### src/rtl/m2_scheduler.sv
// Top-level sequencer for the IDCT "milestone 2" pipeline: runs fetch-S', compute-T,
// compute-S and write-S over TOTAL_BLOCKS blocks, overlapping neighbouring blocks in pairs.
module m2_scheduler #(
  parameter int TOTAL_BLOCKS = 2400
) (
  input  logic        CLOCK_50_I,
  input  logic        Resetn,
  input  logic        M2_start,
  output logic        M2_done,
  output logic        M2_busy,
  output logic        FS_start,
  output logic        CT_start,
  output logic        CS_start,
  output logic        WS_start,
  input  logic        FS_done,
  input  logic        CT_done,
  input  logic        CS_done,
  input  logic        WS_done,
  output logic [11:0] block_index,
  input  logic [17:0] FS_SRAM_address,
  input  logic [17:0] WS_SRAM_address,
  input  logic [15:0] WS_SRAM_write_data,
  input  logic        WS_SRAM_we_n,
  output logic [17:0] SRAM_address,
  output logic [15:0] SRAM_write_data,
  output logic        SRAM_we_n
);

  typedef enum logic [2:0] {
    S_IDLE, S_LI_FS, S_LI_CT, S_MEGA_A, S_MEGA_B, S_LO_CS, S_LO_WS, S_DONE
  } state_t;

  typedef enum logic [1:0] {OWN_NONE, OWN_FS, OWN_WS} owner_t;

  localparam logic [11:0] LAST_K = 12'(TOTAL_BLOCKS - 1);

  state_t      r_state;
  state_t      w_next;
  logic [11:0] r_k;
  logic [11:0] w_k_next;

  logic r_fs_start, r_ct_start, r_cs_start, r_ws_start;
  logic r_fs_flag, r_ct_flag, r_cs_flag, r_ws_flag;
  logic w_fs_seen, w_ct_seen, w_cs_seen, w_ws_seen;
  logic w_enter;
  logic w_fs_start_next, w_ct_start_next, w_cs_start_next, w_ws_start_next;
  owner_t w_owner;

  // A done seen in the start cycle (stale flag or level) belongs to the previous job.
  always_comb begin
    w_fs_seen = ~r_fs_start & (r_fs_flag | FS_done);
    w_ct_seen = ~r_ct_start & (r_ct_flag | CT_done);
    w_cs_seen = ~r_cs_start & (r_cs_flag | CS_done);
    w_ws_seen = ~r_ws_start & (r_ws_flag | WS_done);
  end

  always_comb begin
    w_next   = r_state;
    w_k_next = r_k;
    case (r_state)
      S_IDLE: begin
        if (M2_start) begin
          w_next   = S_LI_FS;
          w_k_next = 12'd0;
        end
      end
      S_LI_FS:  if (w_fs_seen) w_next = S_LI_CT;
      S_LI_CT:  if (w_ct_seen) w_next = (TOTAL_BLOCKS == 1) ? S_LO_CS : S_MEGA_A;
      S_MEGA_A: if (w_cs_seen && w_fs_seen) w_next = S_MEGA_B;
      S_MEGA_B: begin
        if (w_ws_seen && w_ct_seen) begin
          w_k_next = r_k + 12'd1;
          w_next   = (w_k_next == LAST_K) ? S_LO_CS : S_MEGA_A;
        end
      end
      S_LO_CS:  if (w_cs_seen) w_next = S_LO_WS;
      S_LO_WS:  if (w_ws_seen) w_next = S_DONE;
      S_DONE:   w_next = S_IDLE;
      default:  w_next = S_IDLE;
    endcase
  end

  // Starts fire on every state entry; MEGA_A/MEGA_B only ever re-enter from each other.
  always_comb begin
    w_enter         = (w_next != r_state);
    w_fs_start_next = w_enter && (w_next == S_LI_FS || w_next == S_MEGA_A);
    w_ct_start_next = w_enter && (w_next == S_LI_CT || w_next == S_MEGA_B);
    w_cs_start_next = w_enter && (w_next == S_MEGA_A || w_next == S_LO_CS);
    w_ws_start_next = w_enter && (w_next == S_MEGA_B || w_next == S_LO_WS);
  end

  always_ff @(posedge CLOCK_50_I or negedge Resetn) begin
    if (!Resetn) begin
      r_state    <= S_IDLE;
      r_k        <= 12'd0;
      r_fs_start <= 1'b0;
      r_ct_start <= 1'b0;
      r_cs_start <= 1'b0;
      r_ws_start <= 1'b0;
      r_fs_flag  <= 1'b0;
      r_ct_flag  <= 1'b0;
      r_cs_flag  <= 1'b0;
      r_ws_flag  <= 1'b0;
    end else begin
      r_state    <= w_next;
      r_k        <= w_k_next;
      r_fs_start <= w_fs_start_next;
      r_ct_start <= w_ct_start_next;
      r_cs_start <= w_cs_start_next;
      r_ws_start <= w_ws_start_next;
      r_fs_flag  <= r_fs_start ? 1'b0 : (r_fs_flag | FS_done);
      r_ct_flag  <= r_ct_start ? 1'b0 : (r_ct_flag | CT_done);
      r_cs_flag  <= r_cs_start ? 1'b0 : (r_cs_flag | CS_done);
      r_ws_flag  <= r_ws_start ? 1'b0 : (r_ws_flag | WS_done);
    end
  end

  // LO_CS leaves the bus idle: compute-S of the last block never touches SRAM.
  always_comb begin
    w_owner = OWN_NONE;
    case (r_state)
      S_LI_FS, S_MEGA_A: w_owner = OWN_FS;
      S_MEGA_B, S_LO_WS: w_owner = OWN_WS;
      default:           w_owner = OWN_NONE;
    endcase
  end

  always_comb begin
    SRAM_address    = 18'd0;
    SRAM_write_data = 16'd0;
    SRAM_we_n       = 1'b1;
    case (w_owner)
      OWN_FS: SRAM_address = FS_SRAM_address;
      OWN_WS: begin
        SRAM_address    = WS_SRAM_address;
        SRAM_write_data = WS_SRAM_write_data;
        SRAM_we_n       = WS_SRAM_we_n;
      end
      default: ;
    endcase
  end

  assign M2_done     = (r_state == S_DONE);
  assign M2_busy     = (r_state != S_IDLE);
  assign FS_start    = r_fs_start;
  assign CT_start    = r_ct_start;
  assign CS_start    = r_cs_start;
  assign WS_start    = r_ws_start;
  assign block_index = r_k;

endmodule

### config.mk
export PLATFORM = sky130hd
export DESIGN_NAME = m2_scheduler
export DESIGN_NICKNAME = d
export VERILOG_FILES = /design/src/rtl/m2_scheduler.sv
export SDC_FILE = /design/constraint.sdc
export NUM_CORES = 1
export LEC_CHECK = 0
export ABC_AREA = 1
export BUFFER_PORTS_ARGS = -buffer_cell sky130_fd_sc_hd__buf_2
export CORE_MARGIN = 2
export CORE_UTILIZATION = 46
export CTS_CLUSTER_DIAMETER = 40
export CTS_CLUSTER_SIZE = 8
export DETAILED_ROUTE_END_ITERATION = 10
export GPL_ROUTABILITY_DRIVEN = 1
export HOLD_SLACK_MARGIN = 0.02
export PLACE_DENSITY = 0.83
export SYNTH_ARGS = -nofsm -noshare
export SYNTH_HDL_FRONTEND = slang
export SYNTH_SLANG_ARGS = --single-unit
### constraint.sdc
create_clock -name CLOCK_50_I -period 3.4 [get_ports CLOCK_50_I]
set_input_delay 0.17 -clock CLOCK_50_I [delete_from_list [all_inputs] [get_ports CLOCK_50_I]]
set_output_delay 0.17 -clock CLOCK_50_I [all_outputs]
set_load 0.05 [all_outputs]
# Yosys cells after proc, flatten, opt, wreduce, memory -nomap -nowiden
# Cells that the tools add are included.
[word_totals]
register_bits = 23
inputBits = 60
out_inout_bits = 53
elab_cells = 78
[op_classes]
addsub = 1
n_eq_ne = 19
mux = 20
bitwise_logic = 12
n_reduce_logical = 16
[ops]
columns = ["operator", "n"]
rows = [
  ["$pmux 18 s2", 1],
  ["$mux 12", 2],
  ["$mux 3", 8],
  ["$pmux 12 s2", 1],
  ["$pmux 3 s8", 1],
  ["$eq 3x3->1 const B", 7],
  ["$mux 16", 1],
  ["$add 12x1->12 const B", 1],
  ["$eq 12x12->1 const B", 1],
  ["$eq 3x2->1 const B", 4],
  ["$eq 3x1->1 const B", 2],
  ["$logic_and 1x1->1", 6],
  ["$mux 1", 5],
  ["$and 1x1->1", 4],
  ["$logic_or 1x1->1", 4],
  ["$ne 2x2->1 const B", 2],
  ["$not 1->1", 4],
  ["$or 1x1->1", 4],
  ["$pmux 2 s2", 1],
  ["$reduce_or 2->1", 2],
  ["$logic_not 3->1", 1],
  ["$ne 3x3->1", 1],
  ["$reduce_and 3->1", 1],
  ["$reduce_bool 3->1", 1],
  ["other kinds (3)", 3],
]

# Logic depth before layout (Yosys ltp)
# Gate-level depths: netlist of the first run.
[logic_depth]
depth_word = 8
depth_mapped = 18
mapped_depth_nobuf = 18

# Worst setup path before layout of the first run
# OpenSTA, ideal clock, no wires.
[synth_path]
kind = "register to output"
from = "reg r_state[2]"
to = "out SRAM_address[0]"
arrival_ns = 2.119
t_required_ns = 3.230
path_slack_ns = 1.111
path_stages_with_launch = 7
path_buffers = 2
path_cell_list = "dfrtp_1 -> inv_1 -> ha_1 -> clkbuf_1 -> clkbuf_1 -> nand2_1 -> a21oi_1"
[synth_via]
elab_chain_cells = 5
elab_cells_between_ends = 10
[synth_rtl]
columns = ["item", "line", "source"]
rows = [
  ["start: declaration", "37", "state_t r_state;"],
  ["start signal: assignment", "105", "r_state <= w_next;"],
  ["$eq 3x3->1, or another cell as far along", "121", "case (r_state)"],
  ["$reduce_or 2->1", "121", ""],
  ["$pmux 2 s2 (*)", "121", ""],
  ["$eq 2x2->1 or $eq 2x1->1 (tied branches)", "132", "case (w_owner)"],
  ["$pmux 18 s2 (*)", "132", ""],
  ["end: declaration", "24", "output logic [17:0] SRAM_address,"],
]
# Mark *: on every way between the ends. The rest lies on a longest branch, timed or not.

# Worst setup path in the final report of the first run
[layout_path]
from = "reg r_state[0]"
to = "out SRAM_address[3]"
# The elaborated chain is that of the path after synthesis.

==> metrics.md, run 1 <==
| Metric | Value |
|---|---|
| CTS buffer count | `3` |
| Cell taking the most area after synthesis | `dfrtp_1` |
| CTS tree | `done` |
| RSZ-0062 raised after global routing | `false` |
| Setup WS post-layout | `905 ps` |
| Area of the mapped netlist | `1780 µm²` |
| Pleak | `1.41 nW` |
| Share of the synthesized area in the top cell type | `32.3%` |
| Hold Crit Endpoint | `r_ws_flag` |
| Worst min-delay path startpoint | `WS_done` |
| CTS Buffer Depth | `2` |
| Flops & latches, synth | `23` |
| Post-synthesis adder-cell area fraction | `2.81%` |
| FMAX | `401 MHz` |
| Combinational family with the most area after synthesis | `simple AND/OR/NAND/NOR gates` |
| Synthesized Nets | `346` |
| Slew headroom | `39.0%` |
| Critical Path Source Type | `register` |
| Post-DP HPWL | `4170 µm` |
| Initial Utilization | `48.2%` |
| Tot Pwr | `2.03 mW` |
| Register area share after synthesis | `32.3%` |
| GRT Util Overall | `24.5%` |
| R2R Setup Slk | `1220 ps` |
| Worst slew pin tran | `915 ps` |
| R2R depth | `11` |
| Post-Synth XOR/XNOR Area | `0.492%` |
| Nets | `454` |
| Critical path's largest stage delay | `780 ps` |
| Area fraction in compound gates after synthesis | `13.6%` |
| Cells on Worst Hold Path | `3` |
| Top FF cell, synth | `dfrtp_1` |
| Setup Slack @ Placement | `1210 ps` |
| R2r startpoint | `r_state[0]` |
| # IOs | `113` |
| Final core occ | `65.5%` |
| Status | `finished, final reports clean` |
| Area share of and/or/nand/nor cells after synthesis | `38.7%` |
| PortBufs | `112` |
| Vias in the first global route | `2,085` |
| First-pass GRT wire length | `8470 µm` |
| Synthesized instance count | `282` |
| Gr ovfl total | `0` |
| DR pass1 iterations | `4` |
| Layout cells sized above 1 | `34.7%` |
| Clock Latency Late Sink | `260 ps` |
| Initial antenna violation count | `0` |
| Post-synth top cells | `nand2_1, inv_1, dfrtp_1` |
| DIE AREA | `4380 µm²` |
| Die H | `66.2 µm` |
| Tcrit/Tclk final | `73.4%` |
| Final Max Slew Viols | `0` |
| Layout area overhead | `35.9%` |
| Area contributors post-synth | `dfrtp_1, nand2_1, inv_1` |
| DR WL/cell | `11.7 µm` |
| Critical path type | `reg2out` |
| Distinct cells, synth | `28` |
| Vias per cell | `4.96` |
| Reg2reg end | `CS_start` |
| Row count | `22` |
| Routed WL | `5110 µm` |
| Mux contribution to synthesized area | `0%` |
| Setup crit start | `r_state[0]` |
| Final ANT Viol Nets | `0` |
| CP Cell Sequence | `inv_1 -> ha_1 -> nand2_1 -> a21oi_1 -> buf_2` |
| Ys async rst share | `100%` |
| Period minus WS final | `2500 ps` |
| CTS root buf | `clkbuf_8` |
| Largest net degree at the start of global routing | `30` |
| Final setup TNS | `0 ps` |
| Depth of the CTS H-tree | `1` |
| Hold Path Class | `in2reg` |
| Critical Path RT | `3230 ps` |
| Worst Setup End Kind | `primary output` |
| Worst Path Max Fanout | `29` |
| Syn_area_per_cell | `6.31 µm²` |
| EDFF count, synth | `0` |
| Pwr Density | `839 nW/µm²` |
| Fill cell count | `348` |
| Clk slew on worst S/H paths | `80 ps` |
| Core ar. | `3690 µm²` |
| ANT cells | `0` |
| Routed vias | `2,168` |
| Clock skew | `1.45 ps` |
| Final Hold Vio Count | `0` |
| DRC Markers | `0` |
| Gpl congestion | `0.884` |
| Ys Warns | `0` |
| Post-CTS setup buffer count | `0` |
| Die W | `66.2 µm` |
| Maximum vdd drop | `622 µV` |
| Endpoints failing setup | `0` |
| Most frequent cell after synthesis | `nand2_1` |
| Clock tree sinks | `23` |
| Max_cap viols | `0` |
| First DRT Iteration DRCs | `200` |
| Slowest CP cell | `ha_1` |
| Crit path DAT | `2330 ps` |
[worst max-delay path: cells and delay by family, from the launching register on]
kind / cells / cell delay, ps
AOI/OAI and AO/OA: 1 / 240
and+or+nand+nor: 1 / 110
buffers and inverters: 2 / 460
DFF: 1 / 470
adders and majority gates: 1 / 780
[power by group]
| group | switching, mW | internal (mW) |
|---|---|---|
| combinational | 1.10 | 0.352 |
| clock | 0.0833 | 0.0835 |
| sequential | 0.0676 | 0.344 |
[timing repair]
item | in CTS | in global routing
hold buffers | 1 | 0
gates resized for setup | 0 | 0
endpoints found under the hold margin | 23 | 0
setup endpoints to repair | 0 | 0
[flip-flops by register name, indices dropped and copies added, names as in the netlist]
signal / flops
r_fs_flag: 1
block_index: 12
r_state: 3
r_ct_flag: 1
CS_start: 1
r_cs_flag: 1
WS_start: 1
r_ws_flag: 1
FS_start: 1
CT_start: 1
[layer usage]
metal	track usage (%)	vias to the layer above	wire length [µm]
met5	0	-	0
met4	6.63	0	65
met3	3.24	8	330
met2	48.1	96	2740
met1	26.9	967	1970
li1	-	1097	-
[area by class of cell]
type	instances	area [µm²]	share of cell area (%)
Clock buffer	4	45.0	1.86
Inverter	45	169	6.99
Multi-Input combinational cell	203	990	40.9
Timing Repair Buffer	114	578	23.9
Sequential cell	23	576	23.8
Tap cell	48	60.1	2.48
[logic make-up (layout without fill, tap and decap cells)]
| logic type | after synthesis | count (layout) |
|---|---|---|
| AND/OR/NAND/NOR | 156 | 156 |
| buffers and inverters | 56 | 163 |
| AO/OA/AOI/OAI | 42 | 42 |
| flip-flops | 23 | 23 |
| adder cells (fa/ha/maj) | 4 | 4 |
| XOR/XNOR | 1 | 1 |
[metrics by stage]
stage                     hold WS [ps]  cells  cell area, µm²
after floorplan                   -126    282            1780
after global placement             168    432            2360
after detailed placement           163    432            2360
after CTS                          192    437            2420
after global routing               213    437            2420
final                              190    437            2420
[worst max path at each step]
| stage | end | slack (ps) | depth (start not counted) |
|---|---|---|---|
| after floorplan | SRAM_address[0] | 1110 | 6 |
| after global routing | SRAM_write_data[4] | 750 | 6 |
| after CTS | SRAM_address[3] | 920 | 5 |
| after detailed placement | SRAM_address[3] | 1210 | 5 |
| final | SRAM_address[3] | 900 | 5 |
| after global placement | SRAM_address[3] | 1220 | 5 |
[cell usage in the layout, fill, tap and decap left out, types with 2 or more instances in the layout]
cell type	count
buf_2	112
nand2_1	102
inv_1	43
dfrtp_1	23
a21oi_1	19
nor2_1	15
nand3_1	15
o22ai_1	8
o21ai_0	7
nand2_2	6
nor2_2	6
nor3_1	5
ha_1	4
o21bai_1	3
clkbuf_8	3
inv_2	2
nor2_4	2
nand4_1	2
Power figures use the tool's default switching activity.
==> run 2, diff against run 1 <==
CORE_UTILIZATION = 43   (was 46)
PLACE_DENSITY = 0.78   (was 0.83)
clock period = 2.3 ns   (was 3.4 ns; I/O delays follow)
==> run 2 against run 1 <==
Net effect: flip-flop and latch count is the same; total power grew 48%; utilization shrank 4.5 points; worst setup slack lost 670 ps; critical path depth shrank 1; die area grew 6.6%; sequential power grew 49%; register-to-register slack lost 890 ps; clock-buffer cell count is the same; routed wire length shrank 0.53%; clock skew grew 1.8 ps; design area grew 1.0%; critical endpoint is now SRAM_address[6].
==> metrics.md, run 2 (synthesis results as in run 1) <==
| Metric | Value |
|---|---|
| Status | `finished, final reports clean (unchanged)` |
| Die H | `68.3 µm (was 66.2 µm)` |
| Critical Path RT | `2180 ps (was 3230 ps)` |
| Tot Pwr | `3.01 mW (was 2.03 mW)` |
| Crit path DAT | `1950 ps (was 2330 ps)` |
| Endpoints failing setup | `0 (unchanged)` |
| Critical path type | `reg2out (unchanged)` |
| WP buf/inv | `2 (unchanged)` |
| Final Max Slew Viols | `0 (unchanged)` |
| Period minus WS final | `2060 ps` |
| Most frequent cells in the layout | `buf_2, nand2_1, inv_1 (unchanged)` |
| Core ar. | `4000 µm² (was 3690 µm²)` |
| Post-DP HPWL | `4090 µm (was 4170 µm)` |
| R2R Setup Slk | `330 ps (was 1220 ps)` |
| CTS buffer count | `3 (unchanged)` |
| Hold Path Class | `in2reg (unchanged)` |
| Die W | `68.3 µm (was 66.2 µm)` |
| Cells on Worst Hold Path | `3 (unchanged)` |
| Vias per cell | `4.82 (was 4.96)` |
| Maximum vdd drop | `661 µV (was 622 µV)` |
| WL met1 | `2000 µm (was 1970 µm)` |
| # IOs | `113 (unchanged)` |
| CP Cell Sequence | `inv_1 -> ha_1 -> a21oi_1 -> buf_2 (was inv_1 -> ha_1 -> nand2_1 -> a21oi_1 -> buf_2)` |
| CTS root buf | `clkbuf_8 (unchanged)` |
| Post-CTS sizing | `0 (unchanged)` |
| Slew headroom | `63.9% (was 39.0%)` |
| Final ANT Viol Nets | `0 (unchanged)` |
| Top delay family on crit path | `adder cells (unchanged)` |
| Gr ovfl total | `0 (unchanged)` |
| Final Hold Vio Count | `0 (unchanged)` |
| First DRT Iteration DRCs | `137 (was 200)` |
| Final core occ | `61.1% (was 65.5%)` |
| Worst Path Max Fanout | `18 (was 29)` |
| Layout area overhead | `37.3% (was 35.9%)` |
| Routed WL | `5080 µm (was 5110 µm)` |
| Max reg flops | `12 (unchanged)` |
| FMAX | `485 MHz` |
| Pleak | `1.43 nW (was 1.41 nW)` |
| PortBufs | `112 (unchanged)` |
| First-pass GRT wire length | `8340 µm (was 8470 µm)` |
| Stages on worst setup path | `4 (was 5)` |
| Depth of the CTS H-tree | `1 (unchanged)` |
| Worst slew pin tran | `542 ps (was 915 ps)` |
| R2R depth | `16 (was 11)` |
| Clock tree sinks | `23 (unchanged)` |
| Initial Utilization | `44.5% (was 48.2%)` |
| DRC Markers | `0 (unchanged)` |
| RSZ-0062 raised after global routing | `false (unchanged)` |
| Critical path's largest stage delay | `530 ps (was 780 ps)` |
| Final setup TNS | `0 ps (unchanged)` |
| Initial antenna violation count | `0 (unchanged)` |
| Commonest non-fill, non-tap cell in the layout | `buf_2 (unchanged)` |
| Max_cap viols | `0 (unchanged)` |
| Vias in the first global route | `1,989 (was 2,085)` |
| Hold_buf cts | `1 (unchanged)` |
| Routed vias | `2,131 (was 2,168)` |
| Pwr Density | `1230 nW/µm² (was 839 nW/µm²)` |
| Row count | `23 (was 22)` |
| Routed wire length on met2 | `2610 µm (was 2740 µm)` |
| DIE AREA | `4670 µm² (was 4380 µm²)` |
| Slowest CP cell | `ha_1 (unchanged)` |
| Top Metal Used | `met4 (unchanged)` |
| DR WL/cell | `11.5 µm (was 11.7 µm)` |
| Largest net degree at the start of global routing | `36 (was 30)` |
| ANT cells | `0 (unchanged)` |
| Critical Path Source Type | `register (unchanged)` |
| Clock skew | `3.26 ps (was 1.45 ps)` |
| Post-CTS setup buffer count | `0 (unchanged)` |
| DR pass1 iterations | `4 (unchanged)` |
| Met3 Wirelength | `340 µm (was 330 µm)` |
| Gpl congestion | `0.840 (was 0.884)` |
| GRT Util Overall | `23.3% (was 24.5%)` |
| Worst Setup End Kind | `primary output (unchanged)` |
| CTS tree | `done (unchanged)` |
| Nets | `457 (was 454)` |
| Tcrit/Tclk final | `89.6%` |
| CTS Buffer Depth | `2 (unchanged)` |
| Clock Latency Late Sink | `260 ps (about the same)` |
| Clk slew on worst S/H paths | `80 ps (about the same)` |
| Layout cells sized above 1 | `35.2% (was 34.7%)` |
run 2: final timing paths:
kind	from	endpoint
setup reg to reg	block_index[1]	CT_start
hold reg to reg	r_ws_flag	r_ws_flag
hold / removal	WS_done	r_ws_flag
min in group asynchronous	Resetn	block_index[5]
setup / recovery	r_state[0]	SRAM_address[6]
max in group asynchronous	Resetn	block_index[6]
run 2: tightest hold or removal path: cells and delay by family:
| kind | cells | cell delay [ps] |
|---|---|---|
| AOI/OAI and AO/OA | 1 | 100 |
| buffers and inverters | 2 | 140 |
run 2: cell type report:
type | instances | area [µm²]
clock buffers | 4 | 45.0
repair buffers | 117 | 601
flip-flops and latches | 23 | 576
multi-input cells | 203 | 990
inverters | 45 | 169
fillers | 380 | 1560
well taps | 50 | 62.6
run 2: power breakdown:
group          internal (mW)  total (mW)  switching (mW)
registers              0.509       0.614           0.105
clock network          0.124       0.248           0.124
logic                  0.534        2.15            1.62
total                   1.17        3.01            1.85
run 2: layer usage:
layer	vias to the layer above	track usage (%)
li1	1098	-
met5	-	0
met1	931	26.6
met4	0	9.25
met2	86	43.0
met3	16	3.45
run 2: metrics by stage:
stage                     cells  setup WS [ps]  cell area (µm²)  hold slack [ps]
after floorplan             282           66.0             1780             -181
after global placement      437            420             2390              119
after detailed placement    437            333             2390              131
after CTS                   442            221             2440              130
after global routing        442           32.1             2440              156
final                       442            239             2440              131
==> run 3, diff against run 2 <==
clock period = 2.2 ns   (was 2.3 ns; I/O delays follow)
==> run 3 against run 2 <==
Net effect: sequential share of layout area decreased by 0.70 points; worst setup slack got worse by 17 ps; highest routed layer unchanged; largest power group unchanged; total power increased by 9.2%; clock skew is 4.2 ps higher; critical endpoint is now SRAM_address[13]; largest cell class unchanged; flip-flop and latch count did not move; critical path type unchanged.
==> metrics.md, run 3 (synthesis results as in run 1) <==
| Metric | Value |
|---|---|
| Status | `finished, final reports clean (unchanged)` |
| First DRT Iteration DRCs | `125 (was 137)` |
| Max_cap viols | `0 (unchanged)` |
| Top delay family on crit path | `buffers and inverters (was adder cells)` |
| CTS buffer count | `3 (unchanged)` |
| CTS Buffer Depth | `2 (unchanged)` |
| Depth of the CTS H-tree | `1 (unchanged)` |
| CP Cell Sequence | `inv_1 -> ha_1 -> buf_4 -> nand2_1 -> a21oi_2 -> buf_2 (was inv_1 -> ha_1 -> a21oi_1 -> buf_2)` |
| First-pass GRT wire length | `8560 µm (was 8340 µm)` |
| CTS root buf | `clkbuf_8 (unchanged)` |
| PortBufs | `112 (unchanged)` |
| Crit path DAT | `1870 ps (was 1950 ps)` |
| # IOs | `113 (unchanged)` |
| Final setup TNS | `0 ps (unchanged)` |
| Met1 Usage GRT | `27.6% (was 26.6%)` |
| Met3 usage | `2.96% (was 3.45%)` |
| R2R Setup Slk | `280 ps (was 330 ps)` |
| Layout cells sized above 1 | `40.0% (was 35.2%)` |
| Period minus WS final | `1980 ps` |
| Hold Path Class | `in2reg (unchanged)` |
| Worst Path Max Fanout | `25 (was 18)` |
| Endpoints failing setup | `0 (unchanged)` |
| Die W | `68.3 µm (unchanged)` |
| Pleak | `1.44 nW (was 1.43 nW)` |
| Gpl congestion | `0.814 (was 0.840)` |
| Initial antenna violation count | `0 (unchanged)` |
| Routed vias | `2,165 (was 2,131)` |
| Cells on Worst Hold Path | `3 (unchanged)` |
| Die H | `68.3 µm (unchanged)` |
| WP buf/inv | `3 (was 2)` |
| DRC Markers | `0 (unchanged)` |
| Vias in the first global route | `2,056 (was 1,989)` |
| Final hold slack | `128 ps (was 131 ps)` |
| Critical path's largest stage delay | `480 ps (was 530 ps)` |
| DR pass1 iterations | `4 (unchanged)` |
| Fin area | `2520 µm² (was 2440 µm²)` |
| Nets | `460 (was 457)` |
| FMAX | `505 MHz` |
| Tcrit/Tclk final | `89.9%` |
| Final Max Slew Viols | `0 (unchanged)` |
| Worst min-delay path startpoint | `WS_done (unchanged)` |
| Critical Path RT | `2090 ps (was 2180 ps)` |
| Worst Setup End Kind | `primary output (unchanged)` |
| Vias per cell | `4.87 (was 4.82)` |
| GRT Util Overall | `23.9% (was 23.3%)` |
| Slew headroom | `63.5% (was 63.9%)` |
| Fill cell count | `356 (was 380)` |
| Largest net degree at the start of global routing | `26 (was 36)` |
| Critical path type | `reg2out (unchanged)` |
| Layout area overhead | `41.8% (was 37.3%)` |
| Hold Crit Endpoint | `r_ws_flag (unchanged)` |
| Core ar. | `4000 µm² (unchanged)` |
| Max reg flops | `12 (unchanged)` |
| Clk slew on worst S/H paths | `80 ps (about the same)` |
| DR WL/cell | `11.7 µm (was 11.5 µm)` |
| Pwr Density | `1300 nW/µm² (was 1230 nW/µm²)` |
| Final Hold Vio Count | `0 (unchanged)` |
| Reg2reg end | `CS_start (was CT_start)` |
| ANT cells | `0 (unchanged)` |
| Clock tree sinks | `23 (unchanged)` |
| Maximum vdd drop | `796 µV (was 661 µV)` |
| DIE AREA | `4670 µm² (unchanged)` |
| Slowest CP cell | `dfrtp_1 (was ha_1)` |
| R2R depth | `16 (unchanged)` |
| RSZ-0062 raised after global routing | `false (unchanged)` |
| Worst slew pin tran | `547 ps (was 542 ps)` |
| Most frequent cells in the layout | `buf_2, nand2_1, inv_1 (unchanged)` |
| M2 GR Usage | `45.4% (was 43.0%)` |
| Clock Latency Late Sink | `270 ps (was 260 ps)` |
| Clock skew | `7.50 ps (was 3.26 ps)` |
| Most Crowded Layer GR | `met2 (unchanged)` |
| Routed WL | `5190 µm (was 5080 µm)` |
| Final ANT Viol Nets | `0 (unchanged)` |
| R2r startpoint | `block_index[0] (was block_index[1])` |
| Area post-placement | `2450 µm² (was 2390 µm²)` |
| Post-DP HPWL | `4240 µm (was 4090 µm)` |
| CTS tree | `done (unchanged)` |
| Row count | `23 (unchanged)` |
| Critical Path Source Type | `register (unchanged)` |
| Commonest non-fill, non-tap cell in the layout | `buf_2 (unchanged)` |
| Gr ovfl total | `0 (unchanged)` |
| Initial Utilization | `44.5% (unchanged)` |
[run 3: cell types whose count changed in the layout (fill, tap and decap cells not counted), sizes merged]
cell    before  now
buf        116  119
clkbuf       4    3
clkinv       0    1
[run 3: layer usage]
layer	wire length, µm	up-vias
li1	-	1105
met2	2750	79
met1	2060	974
met4	63	0
met5	0	-
met3	317	7
[run 3: final cells by class]
type	count	area [µm²]	area share [%]
Sequential cell	23	577	22.9
Clock buffer	3	41.3	1.64
Timing Repair Buffer	120	623	24.7
Multi-Input combinational cell	203	1040	41.4
Tap cell	50	62.6	2.48
Inverter	45	169	6.70
Clock inverter	1	5.00	0.198
[run 3: timing repair]
action,CTS,global route
buffers inserted,0,1
hold buffers,1,0
endpoints found under the setup margin,0,2
endpoints found under the hold margin,23,0
resized for setup,0,2
[run 3: power by group]
group / leakage [nW] / switching, mW / internal [mW]
sequential: 0.297 / 0.103 / 0.533
combinational: 1.12 / 1.78 / 0.610
clock: 0.0255 / 0.140 / 0.127
total: 1.44 / 2.02 / 1.27
[run 3: worst max-delay path by stage]
stage	from	to	slack, ps	cells after the start
2_1_floorplan	block_index[1]	CS_start	30	16
3_3_place_gp	block_index[1]	CT_start	330	17
3_5_place_dp	block_index[1]	CS_start	230	16
4_1_cts	r_state[0]	SRAM_address[16]	200	6
5_1_grt	block_index[0]	CS_start	20	17
6_report	r_state[0]	SRAM_address[13]	220	6
[run 3: tightest hold or removal path, cell delays in order]
cell and delay (ps):
buf_2 80, o21bai_2 100, inv_1 60
[run 3: metrics by stage]
| stage | cells | setup slack, ps | util, % | power [mW] |
|---|---|---|---|---|
| 2_1_floorplan | 282 | 33.4 | - | 2.48 |
| 3_3_place_gp | 439 | 329 | 61.4 | 2.98 |
| 3_5_place_dp | 439 | 227 | 61.4 | 3.02 |
| 4_1_cts | 444 | 202 | 62.8 | 3.29 |
| 5_1_grt | 445 | 17.9 | 63.1 | 3.53 |
| 6_report | 445 | 221 | 63.1 | 3.29 |
